--- src/rtl/hiscore_upload.sv ---
// Upload responder for the HPS ioctl channel: serves ioctl_rd strobes from a
// core-side byte RAM, holding the HPS off with ioctl_wait while the RAM port is busy.
module hiscore_upload #(
    parameter int          ADDR_W   = 10,
    parameter logic [7:0]  UP_INDEX = 8'd4,
    parameter int          RD_LAT   = 1
) (
    input  logic              clk_sys,
    input  logic              reset,
    input  logic              ioctl_upload,
    input  logic [7:0]        ioctl_index,
    input  logic              ioctl_rd,
    input  logic [24:0]       ioctl_addr,
    output logic [7:0]        ioctl_din,
    output logic              ioctl_wait,
    output logic              pause_req,
    input  logic              cpu_busy,
    output logic [ADDR_W-1:0] ram_addr,
    output logic              ram_rd,
    input  logic [7:0]        ram_dout,
    output logic              overrun
);

    localparam int CNT_W = (RD_LAT < 2) ? 1 : $clog2(RD_LAT + 1);

    typedef enum logic [1:0] {
        IDLE = 2'd0,
        ARB  = 2'd1,
        READ = 2'd2,
        CAPT = 2'd3
    } state_t;

    state_t             state_r;
    logic [24:0]        areg_r;
    logic [CNT_W-1:0]   cnt_r;
    logic               sel_r;
    logic               sel_s;
    logic               strobe_s;
    logic               in_range_s;

    // Transfer selection and address range decode.
    always_comb begin
        sel_s      = ioctl_upload && (ioctl_index == UP_INDEX);
        strobe_s   = sel_s && ioctl_rd;
        in_range_s = ((areg_r >> ADDR_W) == 25'd0);
    end

    // Read sequencer: latch strobe, arbitrate for the RAM port, wait out latency, capture.
    always_ff @(posedge clk_sys or posedge reset) begin
        if (reset) begin
            state_r    <= IDLE;
            areg_r     <= 25'd0;
            cnt_r      <= {CNT_W{1'b0}};
            ioctl_din  <= 8'h00;
            ioctl_wait <= 1'b0;
            ram_addr   <= {ADDR_W{1'b0}};
            ram_rd     <= 1'b0;
        end else begin
            case (state_r)
                IDLE: begin
                    if (strobe_s) begin
                        areg_r     <= ioctl_addr;
                        ioctl_wait <= 1'b1;
                        state_r    <= ARB;
                    end
                end
                ARB: begin
                    if (!in_range_s) begin
                        // Nothing lives out there; answer zero without touching the RAM.
                        ioctl_din  <= 8'h00;
                        ioctl_wait <= 1'b0;
                        state_r    <= IDLE;
                    end else if (!cpu_busy) begin
                        ram_addr <= areg_r[ADDR_W-1:0];
                        ram_rd   <= 1'b1;
                        cnt_r    <= CNT_W'(RD_LAT);
                        state_r  <= READ;
                    end
                end
                READ: begin
                    ram_rd <= 1'b0;
                    if (cnt_r <= CNT_W'(1)) begin
                        state_r <= CAPT;
                    end else begin
                        cnt_r <= cnt_r - CNT_W'(1);
                    end
                end
                CAPT: begin
                    ioctl_din  <= ram_dout;
                    ioctl_wait <= 1'b0;
                    state_r    <= IDLE;
                end
                default: begin
                    ioctl_wait <= 1'b0;
                    ram_rd     <= 1'b0;
                    state_r    <= IDLE;
                end
            endcase
        end
    end

    // Upload-wide status: CPU pause request and sticky overrun flag.
    always_ff @(posedge clk_sys or posedge reset) begin
        if (reset) begin
            sel_r     <= 1'b0;
            overrun   <= 1'b0;
            pause_req <= 1'b0;
        end else begin
            sel_r <= sel_s;
            if (strobe_s && (state_r != IDLE)) begin
                overrun <= 1'b1;
            end else if (sel_s && !sel_r) begin
                overrun <= 1'b0;
            end else begin
                overrun <= overrun;
            end
            // Pause is held until any in-flight read has returned to IDLE.
            if (sel_s && sel_r) begin
                pause_req <= 1'b1;
            end else if (!sel_s && (state_r == IDLE)) begin
                pause_req <= 1'b0;
            end else begin
                pause_req <= pause_req;
            end
        end
    end

endmodule

--- config.mk ---
export PLATFORM = sky130hd
export DESIGN_NAME = hiscore_upload
export DESIGN_NICKNAME = d
export VERILOG_FILES = /design/src/rtl/hiscore_upload.sv
export SDC_FILE = /design/constraint.sdc
export NUM_CORES = 1
export LEC_CHECK = 0
export BUFFER_PORTS_ARGS = -buffer_cell sky130_fd_sc_hd__buf_2
export CAP_MARGIN = 20
export CELL_PAD_IN_SITES_DETAIL_PLACEMENT = 1
export CELL_PAD_IN_SITES_GLOBAL_PLACEMENT = 1
export CORE_ASPECT_RATIO = 0.9
export CORE_MARGIN = 4
export CORE_UTILIZATION = 36
export DETAILED_ROUTE_END_ITERATION = 10
export PLACE_DENSITY_LB_ADDON = 0.08
export RECOVER_POWER = 25
export SETUP_SLACK_MARGIN = 0.2
export SKIP_CTS_REPAIR_TIMING = 1
export SYNTH_ARGS = -nofsm -noshare
export SYNTH_HDL_FRONTEND = slang
export SYNTH_SLANG_ARGS = --single-unit
--- constraint.sdc ---
create_clock -name clk_sys -period 1.7 [get_ports clk_sys]
set_input_delay 0.17 -clock clk_sys [delete_from_list [all_inputs] [get_ports clk_sys]]
set_output_delay 0.17 -clock clk_sys [all_outputs]
set_load 0.01 [all_outputs]
==> out/qor.yml, run 1 <==
worst_setup_path:
  critPathRequiredTime_ns: 1.89
  crit_path_start_kind: "flip-flop"
  worstSetupPathType: "flip-flop to flip-flop"
  path_delay_family: "simple AND/OR/NAND/NOR gates"
  crit_slowest_cell: "dfrtp_1"
  path_max_fanout: 7
  critical_path.cell_chain: "nor4_2 > nand4_1 > nor3b_2 > buf_4 > mux2_2"
  cpPeakStageDelay_ns: 0.41
  crit_buf_inv: 1
  crit_arrival_ns: 1.97
  critPathCaptureType: "flip-flop"
clock_tree:
  clk_pin_slew_ns: 0.09
  htreeDepth: 2
  clock_latency_ns: 0.31
  clk_path_buf_depth: 2
  numCtsBuffers: 5
  cts_tree: "done"
  cts-root-buf: "clkbuf_8"
  clock_sinks: 50
placed_design:
  gp_congestion: 0.829
  io_buffer_count: 67
  pre_cts_ws_ns: -0.150
  dp_cells: 264
  dpl.hpwl_mm: 3.53
  place_area_um2: 2490
timing:
  worst_slew_pin_slew_ns: 0.909
  slew_headroom_pct: 39.3
  report.final.slew_viol_count: 0
  rsz0062_at_grt: "yes"
  finClkSkew_ns: 0.00874
  fmax_mhz: 563
  hold_viol_final: 0
  finalCritPeriodShare_pct: 105
  period_minus_slack_ns: 1.78
  setup_violations: 11
  layout_setup_ws_ns: -0.0777
final_layout:
  multi_input_area_um2: 798
  final_core_util_pct: 50.9
  synthToLayoutAreaGrowth_pct: 34.7
  drive_above_1_share_pct: 60.8
  num_antenna_cells: 0
  final_area_um2: 2710
  instances_no_fill: 276
  register_area_um2: 1250
  fill_cells: 563
  nets: 254
synth:
  yosysWarnings: 0
  synthTopCellsByArea: "dfrtp_1, mux2_4, mux2_2"
  yosysTopAreaCellShare_pct: 62.2
  async_flop_share_pct: 100
  synthFlopType: "dfrtp_1"
  synth-seq-cells: 50
  syn_nets: 171
  ys_types: 24
  synth_edf_count: 0
  seq_area_frac_synth_pct: 62.2
  yosys.area.top_type: "dfrtp_1"
  synthCells: 125
  syn_area_um2: 2010
  syn_avg_cell_area_um2: 16.1
status:
  status: "complete, but fails checks"
  failed_checks: "setup timing"
hold_path:
  worst_hold_path_type: "input pin to flip-flop"
die:
  die_y_um: 78.9
  ios: 68
  design.core.area_um2: 5320
  fp.dieW_um: 86.8
  rows: 25
  die_area_um2: 6850
  start_util_pct: 37.8
global_routing:
  grt_pass1_wl_mm: 7.69
  grt_antenna_before_repair: 0
  overflow: 0
  grt_max_degree: 29
  first_global_vias: 1520
  grt_usage_pct: 14.9
route:
  ant_nets: 0
  dr.pass1.iters: 3
  route.detailed.drc: 0
  routed_via_density: 4.87
  drt-total-wl_mm: 4.79
  drtIter0Drc: 38
  vias: 1344
  post_drt_wl_per_cell_um: 17.4
power_and_ir_drop:
  p_leak_nw: 1.48
  powerDensity_nw_per_um2: 1190
  ir_drop_mv: 0.626
job:
  cap_violations: 0
stage by stage:
stage               power (mW)  setup TNS [ns]  hold WS, ns
floorplan                 1.86               0        0.303
global placement          2.20          -0.729        0.220
detailed placement        2.24           -1.41        0.229
CTS                       3.07           -1.78       -0.111
global route              3.40           -1.68       0.0733
finish                    3.22          -0.543       0.0869
cell type report:
class | instances | area share, %
clock buffer | 5 | 2.54
tap | 67 | 3.09
inverter | 2 | 0.277
timing repair buffer | 80 | 17.0
sequential | 50 | 46.2
multi-input combinational | 69 | 29.5
clock inverter | 3 | 1.48
cells in the mapped netlist (2+ instances only):
| cell type | n |
|---|---|
| dfrtp_1 | 50 |
| mux2_4 | 19 |
| mux2_2 | 16 |
| a22o_1 | 8 |
| nor4_1 | 4 |
| a21oi_1 | 2 |
| buf_4 | 2 |
| buf_6 | 2 |
| inv_1 | 2 |
| nand2_1 | 2 |
| nand2b_1 | 2 |
| nor2_1 | 2 |
| nor3_1 | 2 |
| o21a_1 | 2 |
path summary, 6_finish.rpt:
check | startpoint | to | slack (ns) | depth (start not counted)
min reg2reg | ram_rd | ram_rd | 0.52 | 1
min in group asynchronous | reset | areg_r[0] | 0.60 | 3
max in group asynchronous | reset | ram_addr[6] | 0.44 | 4
min | ioctl_addr[11] | areg_r[11] | 0.09 | 2
max reg2reg | areg_r[10] | ram_addr[2] | -0.08 | 5
max | areg_r[10] | ram_addr[2] | -0.08 | 5
registers in the layout, summed over array words and instances, names as in the netlist, named ones only:
| name | count |
|---|---|
| sel_r | 1 |
| ioctl_wait | 1 |
| ioctl_din | 8 |
| ram_addr | 10 |
| overrun | 1 |
| state_r | 1 |
| pause_req | 1 |
| areg_r | 25 |
| ram_rd | 1 |
logic make-up (layout without fill, tap and decap cells):
group                  Yosys count  count (layout)  share of synthesized area [%]
flip-flops                      50              50                           62.2
multiplexers                    35              35                           23.1
AND/OR/NAND/NOR                 18              19                           6.16
AO/OA/AOI/OAI                   15              15                           6.04
buffers and inverters            7              90                           2.43
cells in the final DEF, fill, tap and decap left out, drive strengths merged, types with 2 or more instances in the layout:
cell and count:
buf 74, dfrtp 50, mux2 35, clkbuf 10, a22o 8, nor4 4, nand2 3, nor3 2
nand2b 2, o21a 2, inv 2, clkinv 2, nor2 2, a21oi 2
report_power, final:
part | internal [mW] | switching [mW]
Combinational | 0.485 | 0.477
Sequential | 1.34 | 0.0939
Clock | 0.433 | 0.394
per-layer routing:
| layer | up-vias | GRT usage, % | share of wire (%) |
|---|---|---|---|
| met2 | 36 | 25.2 | 51 |
| met3 | 7 | 4.88 | 6.4 |
| li1 | 616 | - | - |
| met1 | 685 | 17.0 | 41 |
| met5 | - | 0 | 0 |
| met4 | 0 | 7.01 | 2.0 |
(Power assumes the default switching activity.)
==> run 2: changes to the inputs <==
Settings changed: BUFFER_PORTS_ARGS -buffer_cell sky130_fd_sc_hd__buf_2 to -buffer_cell sky130_fd_sc_hd__buf_4, CAP_MARGIN 20 to 0.
==> out/qor.yml, run 2 (same netlist as run 1, synthesis figures left out) <==
status:
  status: "complete, but fails checks"
  failed_checks: "setup timing"
timing:
  slew_headroom_pct: 39.1  # -0.17 points
  finalCritPeriodShare_pct: 105  # +0.73 points
  hold-worst-slack_ns: 0.0926  # +0.00577 ns
  setup_tns_ns: -0.828  # -0.285 ns
  setup_violations: 10  # -1
  finClkSkew_ns: 0.00666  # -0.00208 ns
  report.final.slew_viol_count: 0  # unchanged
  layout_setup_ws_ns: -0.0900  # -0.0123 ns
  rsz0062_at_grt: "yes"
  fmax_mhz: 559  # -0.69%
  hold_viol_final: 0  # unchanged
  worst_slew_pin_slew_ns: 0.912  # +0.00260 ns
  period_minus_slack_ns: 1.79  # +0.0123 ns
global_routing:
  first_global_vias: 1580  # +3.9%
  overflow: 0  # unchanged
  grt_max_degree: 29  # unchanged
  grt_usage_pct: 14.9  # about the same
  grt_antenna_before_repair: 0  # unchanged
  grt_pass1_wl_mm: 7.94  # +3.2%
die:
  die_area_um2: 6850  # unchanged
  ios: 68  # unchanged
  fp.dieW_um: 86.8  # unchanged
  start_util_pct: 37.8  # unchanged
  design.core.area_um2: 5320  # unchanged
  rows: 25  # unchanged
  die_y_um: 78.9  # unchanged
power_and_ir_drop:
  switching_share_pct: 29.9  # about the same
  combPwrFrac_pct: 33.4  # +3.6 points
  power_switching_uw: 935  # -3.1%
  seqPwrFrac_pct: 46.0  # +1.5 points
  ir_drop_mv: 0.647  # +3.4%
  internal_power_mw: 2.19  # -3.1%
  powerDensity_nw_per_um2: 1090  # -8.1%
  pwr-share-clk_pct: 20.6  # -5.1 points
  p_leak_nw: 1.50  # +1.9%
clock_tree:
  numCtsBuffers: 5  # unchanged
  clock_sinks: 50  # unchanged
  clock_latency_ns: 0.30  # about the same
  cts_tree: "done"
  cts-root-buf: "clkbuf_8"
  clk_path_buf_depth: 2  # unchanged
  htreeDepth: 2  # unchanged
  clk_pin_slew_ns: 0.09  # about the same
placed_design:
  gp_congestion: 0.794  # -4.3%
  io_buffer_count: 67  # unchanged
  pre_cts_ws_ns: -0.0988  # +0.0511 ns
  dpl.hpwl_mm: 3.60  # +2.0%
route:
  ant_nets: 0  # unchanged
  drt-total-wl_mm: 4.91  # +2.5%
  routed_via_density: 4.87  # about the same
  route.detailed.drc: 0  # unchanged
  drtIter0Drc: 10  # -74%
  vias: 1339  # -0.37%
  post_drt_wl_per_cell_um: 17.9  # +2.8%
  dr.pass1.iters: 3  # unchanged
worst_setup_path:
  critPathCaptureType: "flip-flop"
  worstSetupPathType: "flip-flop to flip-flop"
  crit_path_start_kind: "flip-flop"
  crit_arrival_ns: 1.97  # about the same
  rrSetupSlack_ns: -0.09  # about the same
  path_max_fanout: 7  # unchanged
  critPathRequiredTime_ns: 1.88  # about the same
final_layout:
  top_regs: "areg_r: 25 flops, ram_addr: 10 flops, ioctl_din: 8 flops"
  synthToLayoutAreaGrowth_pct: 41.9
  largest_reg_flops: 25  # unchanged
  top_register: "areg_r"
  nets: 254  # unchanged
  drive_above_1_share_pct: 59.1  # -1.6 points
  final_cell_mix: "buf_4, dfrtp_1, mux2_4"
  final_common_cell: "buf_4"
  num_antenna_cells: 0  # unchanged
hold_path:
  worst_hold_path_type: "input pin to flip-flop"
job:
  cap_violations: 0  # unchanged
-- run 2: changes by cell type in the layout (fill, tap and decap cells not counted), sizes merged --
cell    delta
clkinv     -2
clkbuf     +3
bufinv     -1
buf        -1
-- run 2: worst max-delay path, stage by stage (launching register included) --
cell and delay [ns]:
dfrtp_1 0.40, nor4_2 0.29, nand4_1 0.20, nor3b_2 0.28, buf_6 0.19, mux2_4 0.31
-- run 2: stage by stage --
step	instances	power (mW)	cell area [um2]	util (%)
after floorplan	125	1.86	2010	-
after global placement	264	2.29	2660	50.0
after detailed placement	264	2.32	2660	50.0
after CTS	271	2.97	2730	51.4
after global routing	275	3.32	2850	53.7
final	275	3.12	2850	53.7
-- run 2: routing by layer --
layer / global-route usage [%] / part of all wire [%] / vias to the layer above
li1: - / - / 614
met1: 18.3 / 40 / 682
met2: 25.7 / 52 / 36
met3: 4.46 / 6.3 / 7
met4: 3.74 / 1.1 / 0
met5: 0 / 0 / -
-- run 2: layout make-up --
| class | instances | area (um2) |
|---|---|---|
| Tap cell | 67 | 83.8 |
| Multi-Input combinational cell | 69 | 811 |
| Timing Repair Buffer | 80 | 624 |
| Sequential cell | 50 | 1250 |
| Inverter | 2 | 7.51 |
| Clock buffer | 7 | 76.3 |
| Fill cell | 537 | 2460 |
-- run 2: final timing paths --
path | startpoint | to | cells after the start
setup reg to reg | areg_r[17] | ram_addr[1] | 5
hold / removal | ram_dout[1] | ioctl_din[1] | 2
setup / recovery | areg_r[17] | ram_addr[1] | 5
min in group asynchronous | reset | areg_r[5] | 3
hold reg to reg | ioctl_wait | ioctl_wait | 1
max in group asynchronous | reset | areg_r[7] | 4
-- run 2: power groups by stage --
stage          Combinational, mW  Clock [mW]  Sequential, mW
2_1_floorplan              0.355           0            1.50
3_3_place_gp               0.846           0            1.44
3_5_place_dp               0.870           0            1.45
4_1_cts                    0.877       0.667            1.43
5_1_grt                     1.13       0.729            1.46
6_report                    1.04       0.642            1.44
